<file path="src/rtl/mult_pkg.sv">
// Shared arithmetic building blocks for the multiplier family: bit-level adder
// cells, prefix-network cells and the Baugh-Wooley constant.
package mult_pkg;

  typedef struct packed {
    logic g;
    logic p;
  } gp_t;

  // Cell outputs are packed as {carry, sum}.
  function automatic logic [1:0] ha(input logic a, input logic b);
    return {a & b, a ^ b};
  endfunction

  function automatic logic [1:0] fa(input logic a, input logic b, input logic c);
    return {(a & b) | (a & c) | (b & c), a ^ b ^ c};
  endfunction

  // A grey cell only makes a generate: its span already reaches bit 0.
  function automatic logic grey(input logic g_hi, input logic p_hi, input logic g_lo);
    return g_hi | (p_hi & g_lo);
  endfunction

  function automatic gp_t black(input logic g_hi, input logic p_hi,
                                input logic g_lo, input logic p_lo);
    gp_t r;
    r.g = g_hi | (p_hi & g_lo);
    r.p = p_hi & p_lo;
    return r;
  endfunction

  function automatic int prefix_levels(input int n);
    return $clog2(n);
  endfunction

  // Constant 1s at columns W and 2W-1 that complete the signed product.
  function automatic logic [63:0] bw_correction(input int width);
    logic [63:0] c;
    c = '0;
    c[width] = 1'b1;
    c[2*width-1] = 1'b1;
    return c;
  endfunction

endpackage

</file>
<file path="src/rtl/prefix_adder_n.sv">
// Combinational Sklansky parallel-prefix adder: sum = a + b mod 2^N,
// carry-in 0, carry-out discarded.
module prefix_adder_n
  import mult_pkg::*;
#(
  parameter int N = 16
) (
  input  logic [N-1:0] a,
  input  logic [N-1:0] b,
  output logic [N-1:0] sum
);

  localparam int L = prefix_levels(N);

  for (genvar gl = 0; gl <= L; gl++) begin : g_lvl
    logic [N-1:0] g;
    logic [N-1:0] p;
    if (gl == 0) begin : g_init
      assign g = a & b;
      assign p = a ^ b;
    end else begin : g_tree
      for (genvar gi = 0; gi < N; gi++) begin : g_bit
        localparam int SPAN = 1 << (gl - 1);
        // Last bit of the lower half of this 2*SPAN block.
        localparam int J = (gi / SPAN) * SPAN - 1;
        if (((gi / SPAN) % 2) == 0) begin : g_pass
          assign g[gi] = g_lvl[gl-1].g[gi];
          assign p[gi] = g_lvl[gl-1].p[gi];
        end else if (J < SPAN) begin : g_grey
          assign g[gi] = grey(g_lvl[gl-1].g[gi], g_lvl[gl-1].p[gi], g_lvl[gl-1].g[J]);
          assign p[gi] = 1'b0;
        end else begin : g_black
          gp_t gp;
          assign gp = black(g_lvl[gl-1].g[gi], g_lvl[gl-1].p[gi],
                            g_lvl[gl-1].g[J], g_lvl[gl-1].p[J]);
          assign g[gi] = gp.g;
          assign p[gi] = gp.p;
        end
      end
    end
  end

  assign sum[0] = g_lvl[0].p[0];
  for (genvar gi = 1; gi < N; gi++) begin : g_sum
    assign sum[gi] = g_lvl[0].p[gi] ^ g_lvl[L].g[gi-1];
  end

endmodule

</file>
<file path="src/rtl/pipelined_mult_tree.sv">
// Two-stage WIDTH x WIDTH multiplier (signed or unsigned per beat): stage 1 is
// Baugh-Wooley partial products plus carry-save reduction, stage 2 a prefix add.
module pipelined_mult_tree
  import mult_pkg::*;
#(
  parameter int WIDTH = 8,
  parameter int TAG_W = 4
) (
  input  logic               clk,
  input  logic               rst,
  input  logic               in_valid,
  output logic               in_ready,
  input  logic [WIDTH-1:0]   in_x,
  input  logic [WIDTH-1:0]   in_y,
  input  logic               in_signed,
  input  logic [TAG_W-1:0]   in_tag,
  output logic               out_valid,
  input  logic               out_ready,
  output logic [2*WIDTH-1:0] out_p,
  output logic [TAG_W-1:0]   out_tag
);

  localparam int PW = 2 * WIDTH;
  localparam logic [63:0] BW_FULL = bw_correction(WIDTH);
  localparam logic [PW-1:0] BW_CONST = BW_FULL[PW-1:0];

  logic [PW-1:0] pp_row [WIDTH+1];

  // Signed beats invert the cross terms with the sign bits; the sign*sign
  // term keeps its true polarity.
  for (genvar gi = 0; gi < WIDTH; gi++) begin : g_pp
    logic [WIDTH-1:0] flip;
    logic [WIDTH-1:0] bits;
    if (gi == WIDTH - 1) begin : g_msb_row
      assign flip = {1'b0, {(WIDTH-1){in_signed}}};
    end else begin : g_row
      assign flip = {in_signed, {(WIDTH-1){1'b0}}};
    end
    assign bits = (in_x & {WIDTH{in_y[gi]}}) ^ flip;
    assign pp_row[gi] = {{WIDTH{1'b0}}, bits} << gi;
  end
  assign pp_row[WIDTH] = in_signed ? BW_CONST : '0;

  // Each step folds one more row into a sum/carry pair with a row of FA cells.
  for (genvar gi = 0; gi < WIDTH - 1; gi++) begin : g_csa
    logic [PW-1:0] a_in;
    logic [PW-1:0] b_in;
    logic [PW-1:0] sum_bits;
    logic [PW-1:0] carry_bits;
    if (gi == 0) begin : g_first
      assign a_in = pp_row[0];
      assign b_in = pp_row[1];
    end else begin : g_next
      assign a_in = g_csa[gi-1].sum_bits;
      assign b_in = g_csa[gi-1].carry_bits;
    end
    assign carry_bits[0] = 1'b0;
    for (genvar gj = 0; gj < PW; gj++) begin : g_col
      if (gj < PW - 1) begin : g_fa
        assign {carry_bits[gj+1], sum_bits[gj]} = fa(a_in[gj], b_in[gj], pp_row[gi+2][gj]);
      end else begin : g_top
        assign sum_bits[gj] = a_in[gj] ^ b_in[gj] ^ pp_row[gi+2][gj];
      end
    end
  end

  logic             v1_reg;
  logic             v2_reg;
  logic [PW-1:0]    row_s_reg;
  logic [PW-1:0]    row_c_reg;
  logic [TAG_W-1:0] tag1_reg;
  logic [PW-1:0]    out_p_reg;
  logic [TAG_W-1:0] out_tag_reg;
  logic [PW-1:0]    sum_p;
  logic             adv1;
  logic             adv2;

  prefix_adder_n #(.N(PW)) u_cpa (
    .a   (row_s_reg),
    .b   (row_c_reg),
    .sum (sum_p)
  );

  // in_ready depends combinationally on out_ready through adv2/adv1.
  assign adv2     = !v2_reg || out_ready;
  assign adv1     = !v1_reg || adv2;
  assign in_ready = adv1 && !rst;

  always_ff @(posedge clk) begin
    if (rst) begin
      v1_reg      <= 1'b0;
      v2_reg      <= 1'b0;
      out_p_reg   <= '0;
      out_tag_reg <= '0;
    end else begin
      if (adv1) begin
        v1_reg <= in_valid;
      end
      if (in_valid && in_ready) begin
        row_s_reg <= g_csa[WIDTH-2].sum_bits;
        row_c_reg <= g_csa[WIDTH-2].carry_bits;
        tag1_reg  <= in_tag;
      end
      if (adv2) begin
        v2_reg <= v1_reg;
        if (v1_reg) begin
          out_p_reg   <= sum_p;
          out_tag_reg <= tag1_reg;
        end
      end
    end
  end

  assign out_valid = v2_reg;
  assign out_p     = out_p_reg;
  assign out_tag   = out_tag_reg;

endmodule

</file>
<file path="config.mk">
export PLATFORM = sky130hd
export DESIGN_NAME = pipelined_mult_tree
export DESIGN_NICKNAME = d
export VERILOG_FILES = /design/src/rtl/mult_pkg.sv /design/src/rtl/prefix_adder_n.sv /design/src/rtl/pipelined_mult_tree.sv
export SDC_FILE = /design/constraint.sdc
export NUM_CORES = 1
export LEC_CHECK = 0
export BUFFER_PORTS_ARGS = -buffer_cell sky130_fd_sc_hd__buf_2
export CORE_ASPECT_RATIO = 0.7
export CORE_MARGIN = 5
export CORE_UTILIZATION = 58
export DETAILED_ROUTE_END_ITERATION = 8
export PLACE_DENSITY = 0.8
export SLEW_MARGIN = 20
export SYNTH_ARGS = -nofsm -noshare
export SYNTH_HDL_FRONTEND = slang
export SYNTH_SLANG_ARGS = --single-unit
</file>
<file path="constraint.sdc">
create_clock -name clk -period 6.5 [get_ports clk]
set_input_delay 1.3 -clock clk [delete_from_list [all_inputs] [get_ports clk]]
set_output_delay 1.3 -clock clk [all_outputs]
set_load 0.05 [all_outputs]
</file>
======== Word level (Yosys, flattened, before mapping) ========
Cells that the tools add are included.
operators by class
  reductions and logical operators ........ 9
  mux-type cells .......................... 1
  bitwise gates (word level) .............. 475
operators with widths
  operator           number
  $and 1x1->1        203
  $xor 1x1->1        127
  $or 1x1->1         126
  $and 8x8->8        8
  $xor 8x8->8        7
  $mux 16            1
  $xor 16x16->16     1
  $and 15x15->15     1
  $xor 8x7->8        1
  $reduce_and 2->1   2
  $logic_not 1->1    3
  $logic_and 1x1->1  2
  $logic_or 1x1->1   2
  $not 1->1          1
storage, ports and cells
  bits of input ports ..................... 25
  bits in registers ....................... 57

======== Longest topological paths before layout ========
Gate-level depths: netlist of the first run.
  depth after elaboration ................. 23
  depth in mapped cells ................... 16
  mapped depth without buffers ............ 14

======== Hierarchy ========
A second synthesis of the first run with hierarchy kept.
unflattened totals
  cells, all modules ...................... 401
  area total of the unflattened synthesis .. 4196.5 um^2
by module, submodules not included
  module               cells an instance  area each (um^2)  seq. area each (um^2)  times used
  pipelined_mult_tree  309                3487.1            1281.2                 1
  prefix_adder_n       92                 709.4             0.0                    1

======== Worst setup path before layout of the first run ========
No wires, ideal clock.
  path type ............................... input port to flip-flop
  start point ............................. input port in_signed
  end point ............................... register row_s_reg[8] (data pin)
  stages .................................. 16
  data arrival time ....................... 5.377 ns
  data required time ...................... 6.250 ns
  path slack .............................. 0.873 ns
  cell sequence ........................... clkbuf_1 inv_2 buf_2 xnor2_1 fa_1 inv_1 fa_1 fa_1 fa_1 inv_1 fa_1 inv_1 fa_1 inv_1 fa_1 inv_1
on the way
  cells in the longest elaborated chain, start to end .. 16
  elaborated cells between the ends (all ways) .. 52
ends and longest elaborated chain
  item                                                    line                        source
  start, declared                                         pipelined_mult_tree.sv:15   input logic in_signed,
  $xor 8x8->8                                             pipelined_mult_tree.sv:39   assign bits = (in_x & {WIDTH{in_y[gi]}}) ^ flip;
  $and 1x1->1 or $xor 1x1->1 (tied branches)              mult_pkg.sv:16              return {(a & b) | (a & c) | (b & c), a ^ b ^ c};
  $or 1x1->1 or $xor 1x1->1 (tied branches)               mult_pkg.sv:16
  $or 1x1->1, or another cell as far along                mult_pkg.sv:16
  $xor 1x1->1 or $or 1x1->1 (tied branches)               mult_pkg.sv:16
  $xor 1x1->1, or another cell as far along               mult_pkg.sv:16
  $xor 1x1->1 or $or 1x1->1 (tied branches)               mult_pkg.sv:16
  $xor 1x1->1, or another cell as far along               mult_pkg.sv:16
  $xor 1x1->1 or $or 1x1->1 (tied branches)               mult_pkg.sv:16
  $xor 1x1->1, or another cell as far along               mult_pkg.sv:16
  $xor 1x1->1 or $or 1x1->1 (tied branches)               mult_pkg.sv:16
  $xor 1x1->1, or another cell as far along               mult_pkg.sv:16
  $xor 1x1->1 or $or 1x1->1 (tied branches) (2 in a row)  mult_pkg.sv:16
  $xor 1x1->1                                             mult_pkg.sv:16
  $xor 1x1->1 (*)                                         mult_pkg.sv:16
  via g_csa[6].sum_bits[8]                                pipelined_mult_tree.sv:48   logic [PW-1:0] sum_bits;
  end signal, assigned                                    pipelined_mult_tree.sv:100  row_s_reg <= g_csa[WIDTH-2].sum_bits;
  end, declared                                           pipelined_mult_tree.sv:69   logic [PW-1:0] row_s_reg;
The timed path passes the listed nets; every way through them passes the cells marked *.
A chain may end at the register's enable or synchronous reset.

======== Worst setup path after layout of the first run ========
Same ends and word-level chain as after synthesis.

==> impl_metrics.yaml, run 1 <==
run_status:
  status: "completed"
routing:
  drt_iter0_drc: 79
  avgRoutedWirePerCell_um: 12.9
  ant_nets: 0
  drcViolationCount: 0
  drt-total-wl_mm: 5.90
  vias: 2334
  via_per_inst: 5.08
  detail_route.first_pass.iterations: 4
power:
  p_clk_frac: 0.157
  vdd_drop_max_uv: 143
  p_int_uw: 704
  comb_power_share: 0.454
  seqPwrFrac: 0.389
  switching_share: 0.375
  power.density_mw_per_mm2: 286
  power.switching_uw: 422
  leakagePower_nw: 1.80
sta:
  rsz0062_at_grt: "false"
  fin_skew_ns: 0.00912
  relSlewSlack: 0.480
  hold_viol_final: 0
  hold_ws_ns: 0.454
  worstMarginPinSlew_ns: 0.779
  timing.fmax_mhz: 188
  tns_ns: 0
  fin_crit_ns: 5.32
  setup_violations: 0
  slew_viol_final: 0
  period_share: 0.819
clock_tree:
  cts_buffer_depth: 2
  clkTransAtPathRegs_ns: 0.09
  clk-insertion-delay-late_ns: 0.30
  cts_hold_buf: 0
  root_buffer: "clkbuf_8"
  cts_tree: "yes"
  cts_max_level: 2
  numCtsBuffers: 5
  cts_resized: 0
  cts.sinks: 50
  post_cts_buffers: 0
worst_hold_path:
  min_path_cells: 2
  hold_class: "reg2reg"
  min_to: "out_tag[3]$_SDFFE_PP0P_"
  min_from: "out_tag[3]$_SDFFE_PP0P_"
grt:
  grt_pass1_wl_mm: 10.6
  track_usage: 0.166
  grt_max_degree: 29
  grt_pass1_vias: 2355
  antenna_found_initial: 0
  grt-ovfl-total: 0
final_layout:
  areaGrowthSynthToFinish_pct: 10.2
  fin_util: 0.673
  fill_cells: 459
  layout-drive-gt1-share: 0.151
  antenna_cells: 0
  nets: 473
yosys:
  syn-instance-count: 341
  yosysUniqueCellTypes: 34
  synth_edf_count: 28
  ys_async_sr_fraction: 0
  ys_warn_count: 0
  syn-cell-area_mm2: 0.00357
  synthTopCellsByArea: "fa_1 (25%), edfxtp_1 (24%), dfxtp_1 (12%)"
  synth_top_area_share: 0.252
  syn_area_per_cell_um2: 10.5
  yosysTopAreaCell: "fa_1"
  ys_seq_elements: 50
  synthFlopType: "edfxtp_1"
  synth_nets: 431
  ys_seq_area_frac: 0.359
placement:
  dp_hpwl_mm: 4.95
  io_buffers: 46
  routabilityCongestion: 0.807
job:
  cap_violations: 0
worst_setup_path:
  r2r-end: "out_p[12]$_SDFFE_PP0P_"
  start_kind: "primary input"
  r2r_cells: 9
  arrival_ns: 5.38
  critPathMaxFanout: 11
  required_ns: 6.56
  reg2reg_from: "row_c_reg[8]$_DFFE_PP_"
  end_kind: "register"
  rrSetupSlack_ns: 4.50
  critical_path_class: "in2reg"
die:
  dieWidth_um: 104
  rows: 23
  die-area_mm2: 0.00785
  start_util: 0.611
  core_mm2: 0.00584
  io_pins: 47
  die-height_um: 75.6
-- metal layers --
layer / share of wire / vias to the layer above / track usage
met1: 0.46 / 1145 / 0.216
li1: - / 1150 / -
met4: 0.0080 / 0 / 0.0316
met3: 0.041 / 5 / 0.0373
met5: 0 / - / 0
met2: 0.49 / 34 / 0.295
-- area by class of cell --
| cell class | count | area, um2 | share of cell area |
|---|---|---|---|
| flip-flops and latches | 50 | 1280 | 0.326 |
| repair buffers | 47 | 238 | 0.0605 |
| inverters | 48 | 180 | 0.0458 |
| well taps | 75 | 93.8 | 0.0239 |
| multi-input cells | 231 | 2050 | 0.521 |
| clock buffers | 5 | 68.8 | 0.0175 |
| clock inverters | 3 | 21.3 | 0.00541 |
-- worst max path at each step --
| stage | to | slack [ns] | start | cells after the start |
|---|---|---|---|---|
| 2_1_floorplan | row_s_reg[8]$_DFFE_PP_ | 0.87 | in_signed | 16 |
| 3_3_place_gp | row_s_reg[8]$_DFFE_PP_ | 0.96 | in_signed | 15 |
| 3_5_place_dp | row_s_reg[8]$_DFFE_PP_ | 0.84 | in_signed | 15 |
| 4_1_cts | row_s_reg[8]$_DFFE_PP_ | 1.17 | in_signed | 15 |
| 5_1_grt | row_s_reg[8]$_DFFE_PP_ | 1.03 | in_signed | 15 |
| 6_report | row_s_reg[8]$_DFFE_PP_ | 1.18 | in_signed | 15 |
-- critical path, stage by stage --
cell	delay (ns)
buf_2	0.16
inv_2	0.27
xnor2_1	0.15
fa_1	0.50
inv_1	0.05
fa_1	0.46
fa_1	0.40
fa_1	0.52
inv_1	0.05
fa_1	0.47
inv_1	0.05
fa_1	0.47
inv_1	0.05
fa_1	0.47
inv_1	0.03
-- Yosys cell counts, drive strengths merged (3+ instances only) --
cell and number:
inv 48, edfxtp 28, xnor2 16, nand2 69, a21oi 19, nor2 8
a211oi 5, ha 20, dfxtp 22, buf 4, fa 45, clkbuf 7
and2 28, nand2b 3
-- placed cells by master, fill, tap and decap left out --
| cell | count |
|---|---|
| a211oi_1 | 5 |
| o21ai_1 | 1 |
| dfxtp_1 | 22 |
| buf_4 | 1 |
| nand2b_1 | 2 |
| inv_1 | 47 |
| nor2b_1 | 2 |
| fa_1 | 45 |
| nand2_1 | 68 |
| nand2b_4 | 1 |
| edfxtp_1 | 28 |
| a21o_1 | 1 |
| nor2_1 | 8 |
| o21ai_0 | 1 |
| xnor2_1 | 16 |
| o2111ai_1 | 1 |
| clkinv_1 | 1 |
| nand2_2 | 1 |
| nor3_1 | 1 |
| o211ai_2 | 1 |
| o21bai_1 | 1 |
| xor2_1 | 1 |
| inv_2 | 1 |
| and2_1 | 28 |
| nand3_1 | 1 |
| ha_1 | 20 |
| nor3b_1 | 1 |
| o31ai_1 | 1 |
| o21a_1 | 2 |
| clkinv_4 | 2 |
| a21oi_1 | 19 |
| or4b_1 | 1 |
| o31a_1 | 1 |
| clkbuf_8 | 5 |
| buf_2 | 46 |
| or3_1 | 1 |
-- metrics by stage --
| stage | instance area [um2] | total power [mW] | cells | worst slack [ns] |
|---|---|---|---|---|
| final | 3930 | 1.13 | 459 | 1.18 |
| after global routing | 3930 | 1.26 | 459 | 1.03 |
| after CTS | 3930 | 1.15 | 459 | 1.17 |
| after detailed placement | 3840 | 0.966 | 451 | 0.840 |
| after global placement | 3840 | 0.941 | 451 | 0.960 |
| after floorplan | 3570 | 0.841 | 341 | 0.873 |
-- power by group through the flow --
stage               Sequential [mW]  Clock, mW  Combinational, mW
global route                  0.443      0.195              0.617
floorplan                     0.485          0              0.356
detailed placement            0.446          0              0.520
finish                        0.438      0.177              0.511
CTS                           0.439      0.183              0.525
global placement              0.446          0              0.496
-- cell families (layout without fill, tap and decap cells) --
group / Yosys count / count (layout) / synth area share
AO/OA/AOI/OAI: 34 / 34 / 0.0589
XOR/XNOR: 17 / 17 / 0.0417
adder cells (fa/ha/maj): 65 / 65 / 0.322
buffers and inverters: 60 / 103 / 0.0669
flip-flops: 50 / 50 / 0.359
AND/OR/NAND/NOR: 115 / 115 / 0.151
Power figures use the tool's default switching activity.
==> inputs of run 2 (changes only) <==
==> constraint.sdc (replaced) <==
create_clock -name clk -period 5 [get_ports clk]
set_input_delay 1 -clock clk [delete_from_list [all_inputs] [get_ports clk]]
set_output_delay 1 -clock clk [all_outputs]
set_load 0.05 [all_outputs]
==> impl_metrics.yaml, run 2 (same netlist as run 1, synthesis figures left out) <==
run_status:
  status: "completed"
clock_tree:
  cts_buffer_depth: 2
  numCtsBuffers: 5
  clkTransAtPathRegs_ns: 0.09
  cts_max_level: 2
  cts.sinks: 50
  post_cts_buffers: 0
  root_buffer: "clkbuf_8"
  cts_resized: 0
  cts_tree: "yes"
  clk-insertion-delay-late_ns: 0.31
  cts_hold_buf: 0
worst_setup_path:
  start_kind: "primary input"
  critPathMaxFanout: 8
  critical_path_class: "in2reg"
  path_common_cell: "fa_1"
  path_cells: "buf_2 -> nand2_1 -> xnor2_2 -> fa_1 -> inv_1 -> fa_2 -> fa_2 -> fa_1 -> fa_1 -> inv_1 -> fa_1 -> fa_1 -> inv_1"
  cp_top_family: "adder cells"
  rrSetupSlack_ns: 2.96
  crit_buf_inv: 4
  arrival_ns: 4.84
  slowest_stage: "fa_2"
  required_ns: 5.07
  slowest_delay_ns: 0.53
  end_kind: "register"
final_layout:
  final_cell_mix: "nand2_1 (68), inv_1 (47), buf_2 (46)"
  nets: 476
  fill_cells: 474
  final_area_mm2: 0.00398
  layout-drive-gt1-share: 0.165
  final_common_cell: "nand2_1"
  antenna_cells: 0
  areaGrowthSynthToFinish_pct: 11.6
  fin_util: 0.682
grt:
  grt_pass1_vias: 2372
  grt-ovfl-total: 0
  grt_pass1_wl_mm: 10.7
  antenna_found_initial: 0
  track_usage: 0.169
  grt_max_degree: 29
routing:
  ant_nets: 0
  drt_iter0_drc: 104
  detail_route.first_pass.iterations: 4
  via_per_inst: 5.16
  avgRoutedWirePerCell_um: 13.0
  drcViolationCount: 0
  vias: 2382
  drt-total-wl_mm: 6.02
die:
  die-area_mm2: 0.00785
  start_util: 0.611
  die-height_um: 75.6
  rows: 23
  dieWidth_um: 104
  core_mm2: 0.00584
  io_pins: 47
worst_hold_path:
  hold_class: "reg2reg"
power:
  power.density_mw_per_mm2: 380
  vdd_drop_max_uv: 176
  leakagePower_nw: 1.83
  finalPower_mw: 1.52
sta:
  timing.fmax_mhz: 209
  relSlewSlack: 0.502
  setup_violations: 0
  hold_ws_ns: 0.456
  worstMarginPinSlew_ns: 0.747
  period_share: 0.956
  fin_skew_ns: 0.0117
  tns_ns: 0
  hold_viol_final: 0
  slew_viol_final: 0
  rsz0062_at_grt: "false"
  fin_crit_ns: 4.78
placement:
  placed_area_mm2: 0.00388
  routabilityCongestion: 0.809
  dp_hpwl_mm: 4.97
  io_buffers: 46
job:
  cap_violations: 0
run 2: changes by cell type in the layout (fill, tap and decap cells not counted), sizes merged:
cell,previous run,this run
buf,47,50
clkbuf,5,7
clkinv,3,1
run 2: per-layer routing:
layer,track usage,share of wire
met3,0.0364,0.048
met1,0.222,0.45
met4,0.0431,0.010
met2,0.294,0.49
met5,0,0
run 2: worst register-to-register path: cells and delay by family, from the launching register on:
family | cells | cell delay, ns
AO/OA/AOI/OAI | 2 | 0.19
adder cells (fa/ha/maj) | 3 | 0.94
buffers and inverters | 1 | 0.05
flip-flops | 1 | 0.35
AND/OR/NAND/NOR | 3 | 0.39
run 2: power by group:
group / leakage (nW) / switching (mW) / internal, mW
Sequential: 0.451 / 0.0287 / 0.543
Combinational: 1.32 / 0.402 / 0.280
Clock: 0.0536 / 0.132 / 0.130
Total: 1.83 / 0.562 / 0.953
run 2: path summary, 6_finish.rpt:
check / from / endpoint / cells past startpoint
worst max-delay path: in_y[0] / row_s_reg[8]$_DFFE_PP_ / 13
worst min-delay path: out_tag[1]$_SDFFE_PP0P_ / out_tag[1]$_SDFFE_PP0P_ / 2
worst max register to register: row_c_reg[8]$_DFFE_PP_ / out_p[12]$_SDFFE_PP0P_ / 9
worst min register to register: out_tag[1]$_SDFFE_PP0P_ / out_tag[1]$_SDFFE_PP0P_ / 2
run 2: per-stage QoR:
step | instances | setup slack (ns)
floorplan | 341 | -0.0430
global placement | 454 | -0.0353
detailed placement | 454 | -0.0973
CTS | 462 | 0.225
global route | 462 | 0.0511
finish | 462 | 0.222
run 2: area by class of cell:
type / count / area, um2 / share of cell area
multi-input combinational: 231 / 2060 / 0.518
inverter: 48 / 180 / 0.0452
clock buffer: 7 / 97.6 / 0.0245
sequential: 50 / 1280 / 0.322
tap: 75 / 93.8 / 0.0236
timing repair buffer: 50 / 260 / 0.0653
clock inverter: 1 / 8.76 / 0.00220
